--- src/rtl/sad_ctrl_pkg.sv ---
// Shared state encoding and bank/loader codes for the SAD search controller.
package sad_ctrl_pkg;

    typedef enum logic [2:0] {
        IDLE,
        LOAD_WIN,
        LOAD_FRM,
        WAIT_SAD,
        COMPARE,
        ADVANCE,
        DONE
    } state_t;

    localparam logic [1:0] REGWR_NONE   = 2'b00;
    localparam logic [1:0] REGWR_WINDOW = 2'b01;
    localparam logic [1:0] REGWR_FRAME  = 2'b11;

    localparam logic LOADSEL_WIN = 1'b0;
    localparam logic LOADSEL_FRM = 1'b1;

endpackage

--- src/rtl/sad_pos_counter.sv ---
// Raster-order block position counter: col runs 0..FRAME_W-WIN, then row steps.
module sad_pos_counter #(
    parameter int FRAME_W = 64,
    parameter int FRAME_H = 64,
    parameter int WIN     = 4,
    parameter int COORD_W = 8
) (
    input  logic               Clk,
    input  logic               Reset,
    input  logic               Clear,
    input  logic               Step,
    output logic [COORD_W-1:0] Row,
    output logic [COORD_W-1:0] Col,
    output logic [COORD_W-1:0] NextRow,
    output logic [COORD_W-1:0] NextCol,
    output logic               LastPos
);

    localparam logic [COORD_W-1:0] LAST_COL = COORD_W'(FRAME_W - WIN);
    localparam logic [COORD_W-1:0] LAST_ROW = COORD_W'(FRAME_H - WIN);

    assign LastPos = (Row == LAST_ROW) && (Col == LAST_COL);

    always_comb begin
        NextRow = Row;
        NextCol = Col + 1'b1;
        if (Col == LAST_COL) begin
            NextCol = '0;
            NextRow = LastPos ? '0 : Row + 1'b1;
        end
    end

    always_ff @(posedge Clk) begin
        if (Reset || Clear) begin
            Row <= '0;
            Col <= '0;
        end else if (Step) begin
            Row <= NextRow;
            Col <= NextCol;
        end
    end

endmodule

--- src/rtl/sad_search_ctrl.sv ---
// Window/frame SAD search sequencer; scans all block positions and keeps the minimum.
// Optional: define SAD_EARLY_EXIT_EN to stop the scan at the first zero SAD.
module sad_search_ctrl
    import sad_ctrl_pkg::*;
#(
    parameter int FRAME_W = 64,
    parameter int FRAME_H = 64,
    parameter int WIN     = 4,
    parameter int SAD_W   = 32,
    parameter int COORD_W = 8,
    parameter int SAD_LAT = 2
) (
    input  logic               Clk,
    input  logic               Reset,
    input  logic               Start,
    output logic               LoadReq,
    output logic               LoadSel,
    output logic [COORD_W-1:0] LoadRow,
    output logic [COORD_W-1:0] LoadCol,
    input  logic               LoadAck,
    output logic [1:0]         RegWrite,
    input  logic [SAD_W-1:0]   SadIn,
    output logic [SAD_W-1:0]   BestSad,
    output logic [COORD_W-1:0] BestRow,
    output logic [COORD_W-1:0] BestCol,
    output logic               Busy,
    output logic               Done
);

    localparam int LAT_W = $clog2(SAD_LAT + 1);

    state_t             state;
    logic [SAD_W-1:0]   sad_q;
    logic [LAT_W-1:0]   lat_cnt;
    logic [COORD_W-1:0] row, col, next_row, next_col;
    logic               last_pos;
    logic               pos_clear, pos_step;

    assign pos_clear = (state == IDLE) && Start;
    assign pos_step  = (state == ADVANCE) && !last_pos;

    sad_pos_counter #(
        .FRAME_W(FRAME_W),
        .FRAME_H(FRAME_H),
        .WIN    (WIN),
        .COORD_W(COORD_W)
    ) u_pos (
        .Clk    (Clk),
        .Reset  (Reset),
        .Clear  (pos_clear),
        .Step   (pos_step),
        .Row    (row),
        .Col    (col),
        .NextRow(next_row),
        .NextCol(next_col),
        .LastPos(last_pos)
    );

    always_ff @(posedge Clk) begin
        if (Reset) begin
            state    <= IDLE;
            LoadReq  <= 1'b0;
            LoadSel  <= LOADSEL_WIN;
            LoadRow  <= '0;
            LoadCol  <= '0;
            RegWrite <= REGWR_NONE;
            BestSad  <= '0;
            BestRow  <= '0;
            BestCol  <= '0;
            Busy     <= 1'b0;
            Done     <= 1'b0;
            sad_q    <= '0;
            lat_cnt  <= '0;
        end else begin
            RegWrite <= REGWR_NONE;
            Done     <= 1'b0;
            case (state)
                IDLE: begin
                    if (Start) begin
                        state   <= LOAD_WIN;
                        LoadReq <= 1'b1;
                        LoadSel <= LOADSEL_WIN;
                        LoadRow <= '0;
                        LoadCol <= '0;
                        Busy    <= 1'b1;
                        BestSad <= '1;
                        BestRow <= '0;
                        BestCol <= '0;
                    end
                end
                LOAD_WIN: begin
                    if (LoadReq && LoadAck) begin
                        LoadReq  <= 1'b0;
                        RegWrite <= REGWR_WINDOW;
                        state    <= LOAD_FRM;
                    end
                end
                // Entered with LoadReq low after the window write; raise the frame request here.
                LOAD_FRM: begin
                    if (!LoadReq) begin
                        LoadReq <= 1'b1;
                        LoadSel <= LOADSEL_FRM;
                        LoadRow <= row;
                        LoadCol <= col;
                    end else if (LoadAck) begin
                        LoadReq  <= 1'b0;
                        RegWrite <= REGWR_FRAME;
                        lat_cnt  <= LAT_W'(SAD_LAT);
                        state    <= WAIT_SAD;
                    end
                end
                WAIT_SAD: begin
                    if (lat_cnt == '0) begin
                        sad_q <= SadIn;
                        state <= COMPARE;
                    end else begin
                        lat_cnt <= lat_cnt - 1'b1;
                    end
                end
                COMPARE: begin
                    if (sad_q < BestSad) begin
                        BestSad <= sad_q;
                        BestRow <= row;
                        BestCol <= col;
                    end
`ifdef SAD_EARLY_EXIT_EN
                    if (sad_q == '0) begin
                        Done  <= 1'b1;
                        Busy  <= 1'b0;
                        state <= DONE;
                    end else begin
                        state <= ADVANCE;
                    end
`else
                    state <= ADVANCE;
`endif
                end
                ADVANCE: begin
                    if (last_pos) begin
                        Done  <= 1'b1;
                        Busy  <= 1'b0;
                        state <= DONE;
                    end else begin
                        LoadReq <= 1'b1;
                        LoadSel <= LOADSEL_FRM;
                        LoadRow <= next_row;
                        LoadCol <= next_col;
                        state   <= LOAD_FRM;
                    end
                end
                DONE:    state <= IDLE;
                default: state <= IDLE;
            endcase
        end
    end

endmodule

--- config.mk ---
export PLATFORM = sky130hd
export DESIGN_NAME = sad_search_ctrl
export DESIGN_NICKNAME = d
export VERILOG_FILES = /design/src/rtl/sad_ctrl_pkg.sv /design/src/rtl/sad_pos_counter.sv /design/src/rtl/sad_search_ctrl.sv
export SDC_FILE = /design/constraint.sdc
export NUM_CORES = 1
export LEC_CHECK = 0
export CORE_MARGIN = 2
export CORE_UTILIZATION = 48
export CTS_CLUSTER_SIZE = 16
export DETAILED_ROUTE_END_ITERATION = 12
export PLACE_DENSITY_LB_ADDON = 0.12
export SETUP_SLACK_MARGIN = 0.02
export SYNTH_ARGS = -nofsm -noshare
export SYNTH_HDL_FRONTEND = slang
export SYNTH_SLANG_ARGS = --single-unit
--- constraint.sdc ---
create_clock -name Clk -period 2.4 [get_ports Clk]
set_clock_uncertainty 0.2 [all_clocks]
set_input_delay 0.48 -clock Clk [delete_from_list [all_inputs] [get_ports Clk]]
set_output_delay 0.48 -clock Clk [all_outputs]
set_load 0.01 [all_outputs]
-- After elaboration in Yosys (flattened, before gate mapping)
Cells that the tools add are included.
- flip-flop bits (word level): 123
- output and inout bits: 70
- logic and storage cells: 102
- $add $sub $neg: 3
- $lt $le $gt $ge: 1
- equality and inequality tests: 17
- muxes and demuxes: 44
- bitwise gates (word level): 1
- reductions and logical operators: 21
- operators by type and width (kind ; number):
    8-bit 2-to-1 mux ; 10
    32-bit 2-to-1 mux ; 2
    32-bit case mux with 2 select lines ; 1
    8-bit case mux with 3 select lines ; 2
    32-bit less-than comparator ; 1
    8-bit case mux with 2 select lines ; 2
    2-bit != test, second input constant ; 10
    3-bit 2-to-1 mux ; 6
    3-bit case mux with 6 select lines ; 1
    8-bit by 1-bit adder with 8-bit output, second input constant ; 2
    8-bit by 6-bit == test with 1-bit output, second input constant ; 2
    4-bit AND reduction ; 3
    1-bit 2-to-1 mux ; 10
    2-bit 2-to-1 mux ; 5
    2-bit case mux with 2 select lines ; 2
    3-bit by 2-bit == test with 1-bit output, second input constant ; 2
    3-bit == test, second input constant ; 2
    3-bit AND reduction ; 2
    2-bit nonzero test ; 3
    5-bit AND reduction ; 1
    1-bit logical AND ; 4
    1-bit case mux with 4 select lines ; 1
    4-bit nonzero test ; 1
    3-bit by 1-bit == test with 1-bit output, second input constant ; 1
    other kinds (11) ; 11

-- Depth between registers and ports, before layout
Gate-level depths: netlist of the first run.
- depth after elaboration: 6
- gate-level depth with buffers: 10
- mapped depth without buffers: 8

-- Modules after synthesis
Synthesis of the first run repeated with hierarchy kept, for this count alone.
- cell total of the unflattened synthesis: 769
- area, all modules: 6408.6 µm²
- by module, submodules not included (module ; times used ; cells an instance ; area each (µm²) ; sequential area each (µm²)):
    sad_search_ctrl ; 1 ; 620 ; 5291.3 ; 2142.1
    sad_pos_counter ; 1 ; 149 ; 1117.3 ; 320.3

-- Worst setup path before layout of the first run
No wires, ideal clock.
- path kind: register to register
- start point: register BestSad[2]
- end point: register BestCol[5]
- data arrival time: 2.252 ns
- required time: 2.128 ns
- setup slack: -0.124 ns
- cell stages (with the launch flop): 11
- path buffers: 2
- period minus slack after synthesis: 2.524 ns
- cell sequence: dfxtp_1 inv_1 ha_1 a211o_1 a31oi_1 o221ai_1 a211o_1 a211oi_1 buf_4 buf_6 mux2i_1
- word-level cells in the longest chain between the ends: 3
- RTL lines (what ; RTL line ; text):
    start: declaration ; sad_search_ctrl.sv:23 ; output logic [SAD_W-1:0] BestSad,
    start signal: assignment ; sad_search_ctrl.sv:122 ; BestSad <= sad_q;
    32-bit less-than comparator ; sad_search_ctrl.sv:121 ; if (sad_q < BestSad) begin
    2-bit != test (no source line) ; -- ;
    3-bit AND reduction (no source line) ; -- ;
    end signal: assignment ; sad_search_ctrl.sv:124 ; BestCol <= col;
    end: declaration ; sad_search_ctrl.sv:25 ; output logic [COORD_W-1:0] BestCol,
Every way passes these cells.
A chain may end at the register's enable or synchronous reset.

-- Worst setup path after layout of the first run
- start point: register BestSad[2]
- end point: register BestRow[0]
- word-level cells in the longest chain between the ends: 3
- RTL lines (what ; RTL line ; text):
    32-bit less-than comparator ; sad_search_ctrl.sv:121 ;
    2-bit != test (no source line) ; -- ;
    3-bit AND reduction (no source line) ; -- ;
    end signal: assignment ; sad_search_ctrl.sv:123 ; BestRow <= row;
    end: declaration ; sad_search_ctrl.sv:24 ; output logic [COORD_W-1:0] BestRow,
Every way passes these cells.

==> run metrics, run 1 <==
CP Data Required Time 2.54 ns; flop2flop setup slack -0.13 ns; number of antenna cells inserted 0; all-layer global routing usage 0.246; number of top-level pins 106; fill cell count 1033; worst-margin pin slew 0.459 ns; antenna violations before repair 0; RR Startpoint BestSad[2]$_SDFFE_PP0P_; Synth async-reset ratio 0; post-route worst setup slack -0.129 ns; share of the clock period used by the worst path after layout 1.05; Reg power frac 0.380; run status finished, violations left; startpoint kind of the worst setup timing path flip-flop; routed length per instance 15.2 um; part of the total power dissipated in combinational logic 0.245; global placer's final weighted congestion 0.871; Max rail drop VDD 0.439 mV; number of global-route vias before repair 5701; sequence of cells on the critical path inv_2 -> ha_4 -> a211o_1 -> a31oi_1 -> o221ai_1 -> a211o_1 -> a211oi_4 -> buf_6 -> clkbuf_16 -> mux2i_1; Non-Filler Instances 1083; power after layout 6.03 mW; number of cells after detailed placement 1047; max capacitance violation total 0; most common cell in the netlist dfxtp_1; number of nets produced by synthesis 803; net switching share of the total power 0.272; Slowest cell on crit path a211o_1; power per standard cell area 697 nW/um^2; clock edge transition at the registers on the reported setup and hold paths 0.05 ns; internal power 4.39 mW; Critical Setup Path Class flip-flop to flip-flop; Post-synth EDFFs 0; clock tree root buffer cell clkbuf_16; cells taking the most area after synthesis dfxtp_1 (40%), mux2i_1 (7.7%), ha_1 (7.2%); total area of multi-input combinational cells 3440 um^2; starting DRC count in detailed routing 312; Overflow after GRT 0; Register-to-Register Path Depth 10; initial cell density of the core 0.493; unrepaired setup endpoints after global routing yes; library cell occupying the most area in the post-synthesis netlist dfxtp_1; DIE HEIGHT 118 um; x dimension of the die 118 um; Routed Antenna Nets 0; Inserted Clock Buffers 17; flops & latches, synth 123; standard cell core area 12600 um^2; htree depth 4; Netlist Area Pre-Place 6220 um^2; clock network fraction of total power 0.375; fin nets 971; startpoint of the lowest-slack hold path BestCol[7]$_SDFFE_PP0P_; gate count after technology mapping 731; Detail Placement HPWL 11400 um; Crit Path Max Fanout 4; # port buffers 105; final critical-path required period 2.53 ns; type of the most critical hold path flip-flop to flip-flop; Largest stage delay, worst path 0.38 ns; synthesis-to-layout area growth 39.1%; flip-flop cell with the highest count after synthesis dfxtp_1; switching power 1.64 mW; Yosys warnings 0; Remaining DRCs 0; failing checks setup timing; Total Die Area 13900 um^2; clock sink count 123; most frequent cells after synthesis dfxtp_1 (123), nand2_1 (94), a21oi_1 (67), nand2b_1 (50), mux2i_1 (48); vias per cell 5.27; final number of hold-violating endpoints 0; maximum buffer depth of the clock tree 2; share of the synthesized area in the top cell type 0.396; pin count of the biggest net entering global routing 66; capturing element type of the critical path flip-flop; capture instance of the worst register-to-register path BestRow[0]$_SDFFE_PP0P_; number of iterations in the first detailed-routing pass 5; worst slew margin relative to its limit 0.694; Routed WL 16500 um; via count 5705; Max Freq 395 MHz; proportion of synthesized chip area in sequential cells 0.396; WP data arrival 2.67 ns; leakage dissipation 3.55 nW; end point of the worst hold path BestCol[7]$_SDFFE_PP0P_; setup violation total in the final timing report 48; layout cells sized above 1 0.166; global-route wire length before repair 27800 um; later-pin clock latency in the skew report 0.42 ns; cell seen most often among critical-path stages a211o_1; clock tree from TritonCTS built; Min-Delay Path Depth 2; Avg Inst Size Synth 8.51 um^2; Slew Limit Fails 0; num rows 41; total area of sequential cells 2470 um^2; count of unique library cells instantiated by Yosys 45
-- what timing repair did --
action                     in CTS  in global routing
gates resized for setup         8                 16
setup endpoints to repair      48                 55
gates cloned                    1                  1
hold buffers                    0                  0
buffers inserted                3                  1
pin swaps                       1                  7
-- routing by layer --
layer  routed length, um  GRT usage  vias up
met5                   0          0        -
met4                 376     0.0956        0
met3                 651     0.0465       34
met2                8110      0.428      138
met1                7380      0.300     2666
li1                    -          -     2867
-- worst max-delay path, delay by kind of cell (launching register included) --
family,cells,cell delay [ns]
mux,1,0.18
buf+inv,3,0.34
flops,1,0.33
fa+ha+maj,1,0.20
compound gates,5,1.21
-- registers in the layout (all words and copies together) (netlist names), 2 cells and up --
register and cells:
BestCol 8, BestRow 8, BestSad 32, LoadCol 8
LoadRow 8, RegWrite 2, lat_cnt 2, sad_q 32
state 3, u_pos.Col 8, u_pos.Row 8
-- cell type report --
cell class              instances  share of cell area
multi-input cells             518               0.398
flip-flops and latches        123               0.285
repair buffers                199               0.214
clock buffers                  21              0.0544
well taps                     172              0.0249
inverters                      40              0.0174
clock inverters                10             0.00578
-- power by group through the flow --
stage / Clock (mW) / Sequential (mW) / Combinational [mW]
floorplan: 0 / 2.41 / 0.644
global placement: 0 / 2.32 / 1.38
detailed placement: 0 / 2.33 / 1.40
CTS: 2.28 / 2.29 / 1.47
global route: 2.40 / 2.31 / 1.60
finish: 2.26 / 2.29 / 1.48
-- through the flow --
stage	instance area [um^2]	hold slack, ns	TNS, ns	setup WS, ns	utilization
global placement	7980	0.258	-27.00	-0.635	0.633
floorplan	6230	0.244	-1.82	-0.0484	-
CTS	8610	0.274	-6.20	-0.181	0.682
finish	8650	0.272	-3.92	-0.129	0.686
global route	8650	0.284	-9.75	-0.256	0.686
detailed placement	7980	0.264	-30.75	-0.730	0.633
-- cell families (layout without fill, tap and decap cells) --
kind of cell,Yosys count,in the layout,synth area share
muxes,48,48,0.0772
buffers and inverters,90,270,0.0641
and+or+nand+nor,259,259,0.212
adders and majority gates,36,36,0.0724
AOI/OAI and AO/OA,169,169,0.171
xor gates and xnor gates,6,6,0.00845
DFF,123,123,0.396
-- worst max path at each step --
stage	to	slack, ns	from	cells after the start
after global routing	BestCol[2]$_SDFFE_PP0P_	-0.26	BestSad[2]$_SDFFE_PP0P_	10
after CTS	BestRow[5]$_SDFFE_PP0P_	-0.18	BestSad[2]$_SDFFE_PP0P_	10
final	BestRow[0]$_SDFFE_PP0P_	-0.13	BestSad[2]$_SDFFE_PP0P_	10
after detailed placement	BestRow[5]$_SDFFE_PP0P_	-0.73	BestSad[2]$_SDFFE_PP0P_	8
after global placement	BestRow[4]$_SDFFE_PP0P_	-0.64	BestSad[2]$_SDFFE_PP0P_	8
after floorplan	BestSad[2]$_SDFFE_PP0P_	-0.05	BestSad[2]$_SDFFE_PP0P_	10
-- cell usage in the layout (no fill, tap or decap), types with 2 or more instances in the layout --
| cell type | instances |
|---|---|
| a31oi_1 | 6 |
| nand2b_4 | 2 |
| a211o_1 | 3 |
| and3_1 | 4 |
| inv_1 | 37 |
| clkdlybuf4s50_1 | 104 |
| o211ai_1 | 3 |
| a311oi_1 | 6 |
| nor3_1 | 8 |
| o21ai_1 | 7 |
| buf_6 | 2 |
| nor2_1 | 43 |
| or3_1 | 13 |
| nand2b_1 | 50 |
| or4_1 | 2 |
| a22oi_1 | 2 |
| a211oi_1 | 7 |
| ha_2 | 2 |
| clkbuf_8 | 3 |
| buf_12 | 6 |
| nor3_4 | 2 |
| clkinv_2 | 10 |
| nand4_1 | 7 |
| nand2_1 | 94 |
| mux2i_1 | 48 |
| o21ai_0 | 21 |
| nand3_1 | 10 |
| buf_4 | 86 |
| dfxtp_1 | 119 |
| a21oi_1 | 67 |
| nand3b_1 | 14 |
| nor2b_1 | 2 |
| o21bai_1 | 32 |
| a21o_1 | 4 |
| ha_1 | 33 |
| xnor2_1 | 6 |
| dfxtp_2 | 4 |
| clkbuf_16 | 18 |
| inv_2 | 2 |
No activity file was read; power rests on OpenSTA's default activity.
==> run 2, diff against run 1 <==
--- a/config.mk
+++ b/config.mk
@@ -9,7 +9,7 @@
 export CORE_UTILIZATION = 48
 export CTS_CLUSTER_SIZE = 16
 export DETAILED_ROUTE_END_ITERATION = 12
-export PLACE_DENSITY_LB_ADDON = 0.12
+export PLACE_DENSITY = 0.77
 export SETUP_SLACK_MARGIN = 0.02
 export SYNTH_ARGS = -nofsm -noshare
 export SYNTH_HDL_FRONTEND = slang
==> run metrics, run 2 (synthesized netlist as in run 1, its figures left out) <==
via count 5865 (+2.8%); number of cells after detailed placement 1045 (-0.19%); layout cells sized above 1 0.175 (+0.00949); unrepaired setup endpoints after global routing yes; final number of hold-violating endpoints 0 (unchanged); startpoint of the lowest-slack hold path LoadSel$_SDFFE_PP0P_; routed length per instance 16.3 um (+6.7%); number of iterations in the first detailed-routing pass 5 (unchanged); DIE HEIGHT 118 um (unchanged); Detail Placement HPWL 11700 um (+2.4%); Overflow after GRT 0 (unchanged); Total Die Area 13900 um^2 (unchanged); setup violation total in the final timing report 48 (unchanged); worst-margin pin slew 0.437 ns (-0.0222 ns); biggest regs BestSad x32, sad_q x32; number of global-route vias before repair 5965 (+4.6%); starting DRC count in detailed routing 330 (+5.8%); htree depth 4 (unchanged); Slew Limit Fails 0 (unchanged); synthesis-to-layout area growth 41.2%; global placer's final weighted congestion 0.922 (+5.8%); fin nets 972 (+0.10%); type of the most critical hold path flip-flop to flip-flop; Min-Delay Path Depth 2 (unchanged); RR Startpoint BestSad[2]$_SDFFE_PP0P_; Max Freq 383 MHz (-3.0%); Critical Setup Path Class flip-flop to flip-flop; Fin Hold WS 0.283 ns (+0.0112 ns); global-route wire length before repair 28300 um (+2.0%); number of antenna cells inserted 0 (unchanged); failing checks setup timing; clock tree from TritonCTS built; end point of the worst hold path LoadSel$_SDFFE_PP0P_; final standard cell utilization of the core 0.696 (+0.0107); max capacitance violation total 0 (unchanged); Crit. Startpoint BestSad[2]$_SDFFE_PP0P_; total negative setup slack -7.22 ns (-3.30 ns); Remaining DRCs 0 (unchanged); CP Data Required Time 2.53 ns (about the same); Register-to-Register Path Depth 9 (-1); post-route worst setup slack -0.208 ns (-0.0794 ns); clock edge transition at the registers on the reported setup and hold paths 0.06 ns (about the same); # port buffers 105 (unchanged); all-layer global routing usage 0.250 (+0.00360); worst slew margin relative to its limit 0.709 (+0.0148); x dimension of the die 118 um (unchanged); capture instance of the worst register-to-register path BestSad[31]$_SDFFE_PP0P_; leakage dissipation 3.57 nW (+0.70%); clock sink count 123 (unchanged); pin count of the biggest net entering global routing 49 (-26%); vias per cell 5.41 (+2.6%); leading cell type in the layout, fill and taps excluded dfxtp_1; hold buffer count at CTS 0 (unchanged); final critical-path required period 2.61 ns (+0.0794 ns); WP data arrival 2.73 ns (+0.06 ns); later-pin clock latency in the skew report 0.42 ns (about the same); flop2flop setup slack -0.21 ns (-0.08 ns); Crit Path Max Fanout 7 (+3); capturing element type of the critical path flip-flop; Routed WL 17700 um (+6.9%); number of top-level pins 106 (unchanged); power per standard cell area 729 nW/um^2 (+4.5%); Routed Antenna Nets 0 (unchanged); initial cell density of the core 0.493 (unchanged); Max rail drop VDD 0.601 mV (+37%); startpoint kind of the worst setup timing path flip-flop; run status finished, violations left; standard cell core area 12600 um^2 (unchanged); maximum buffer depth of the clock tree 2 (unchanged); share of the clock period used by the worst path after layout 1.09 (+0.0331); commonest cells after routing, fill and taps aside dfxtp_1 (117), clkdlybuf4s50_1 (103), nand2_1 (93); Non-Filler Instances 1085 (+0.18%); num rows 41 (unchanged); clock tree root buffer cell clkbuf_16; Inserted Clock Buffers 17 (unchanged); antenna violations before repair 0 (unchanged)
## run 2: cell count changes in the layout (fill, tap and decap cells not counted), sizes merged
cell / previous run / this run
inv: 39 / 42
dlymetal6s2s: 0 / 1
clkinv: 11 / 7
clkbuf: 22 / 19
clkinvlp: 0 / 4
bufinv: 0 / 2
clkdlybuf4s50: 104 / 103
## run 2: critical path, stage by stage (launching register included)
cell and delay, ns:
dfxtp_2 0.33, inv_2 0.04, ha_4 0.21, a211o_1 0.25
a31oi_1 0.17, o221ai_1 0.15, a211o_1 0.38, a211o_4 0.41
buf_8 0.17, mux2i_1 0.19
## run 2: layer usage
metal	wire, um	track usage
met4	510	0.0979
met3	814	0.0635
met5	0	0
met2	8610	0.428
met1	7720	0.299
## run 2: how the worst max path moves through the flow
stage / slack [ns] / cells after the start / end
6_report: -0.21 / 9 / BestSad[31]$_SDFFE_PP0P_
5_1_grt: -0.28 / 9 / BestSad[0]$_SDFFE_PP0P_
4_1_cts: -0.15 / 10 / BestCol[7]$_SDFFE_PP0P_
3_5_place_dp: -0.69 / 9 / BestSad[31]$_SDFFE_PP0P_
3_3_place_gp: -0.59 / 8 / BestRow[2]$_SDFFE_PP0P_
2_1_floorplan: -0.05 / 10 / BestSad[2]$_SDFFE_PP0P_
## run 2: power breakdown
part / total (mW) / switching, mW / internal (mW)
registers: 2.30 / 0.0932 / 2.20
clock network: 2.56 / 1.02 / 1.54
logic: 1.54 / 0.700 / 0.842
## run 2: what timing repair did
action                                  in CTS  in global routing
setup buffers                                4                  2
gates cloned                                 1                  3
resized for setup                            9                 26
endpoints found under the setup margin      48                 64
pin swaps                                    2                  8
## run 2: area by class of cell
class / instances / area [um^2]
Clock inverter: 15 / 169
Fill cell: 989 / 3830
Tap cell: 172 / 215
Sequential cell: 123 / 2470
Timing Repair Buffer: 200 / 1870
Clock buffer: 17 / 425
Inverter: 40 / 150
Multi-Input combinational cell: 518 / 3490
## run 2: stage by stage
| stage | power, mW | setup WS, ns | area [um^2] |
|---|---|---|---|
| 3_5_place_dp | 3.73 | -0.693 | 7940 |
| 3_3_place_gp | 3.69 | -0.592 | 7940 |
| 5_1_grt | 6.66 | -0.278 | 8790 |
| 6_report | 6.40 | -0.208 | 8790 |
| 4_1_cts | 6.36 | -0.152 | 8650 |
| 2_1_floorplan | 3.05 | -0.0484 | 6230 |
==> run 3, diff against run 2 <==
--- a/config.mk
+++ b/config.mk
@@ -5,6 +5,7 @@
 export SDC_FILE = /design/constraint.sdc
 export NUM_CORES = 1
 export LEC_CHECK = 0
+export CAP_MARGIN = 20
 export CORE_MARGIN = 2
 export CORE_UTILIZATION = 48
 export CTS_CLUSTER_SIZE = 16
==> results of run 3 <==
No change in the layout: final DEF, timing and power equal those of run 2.
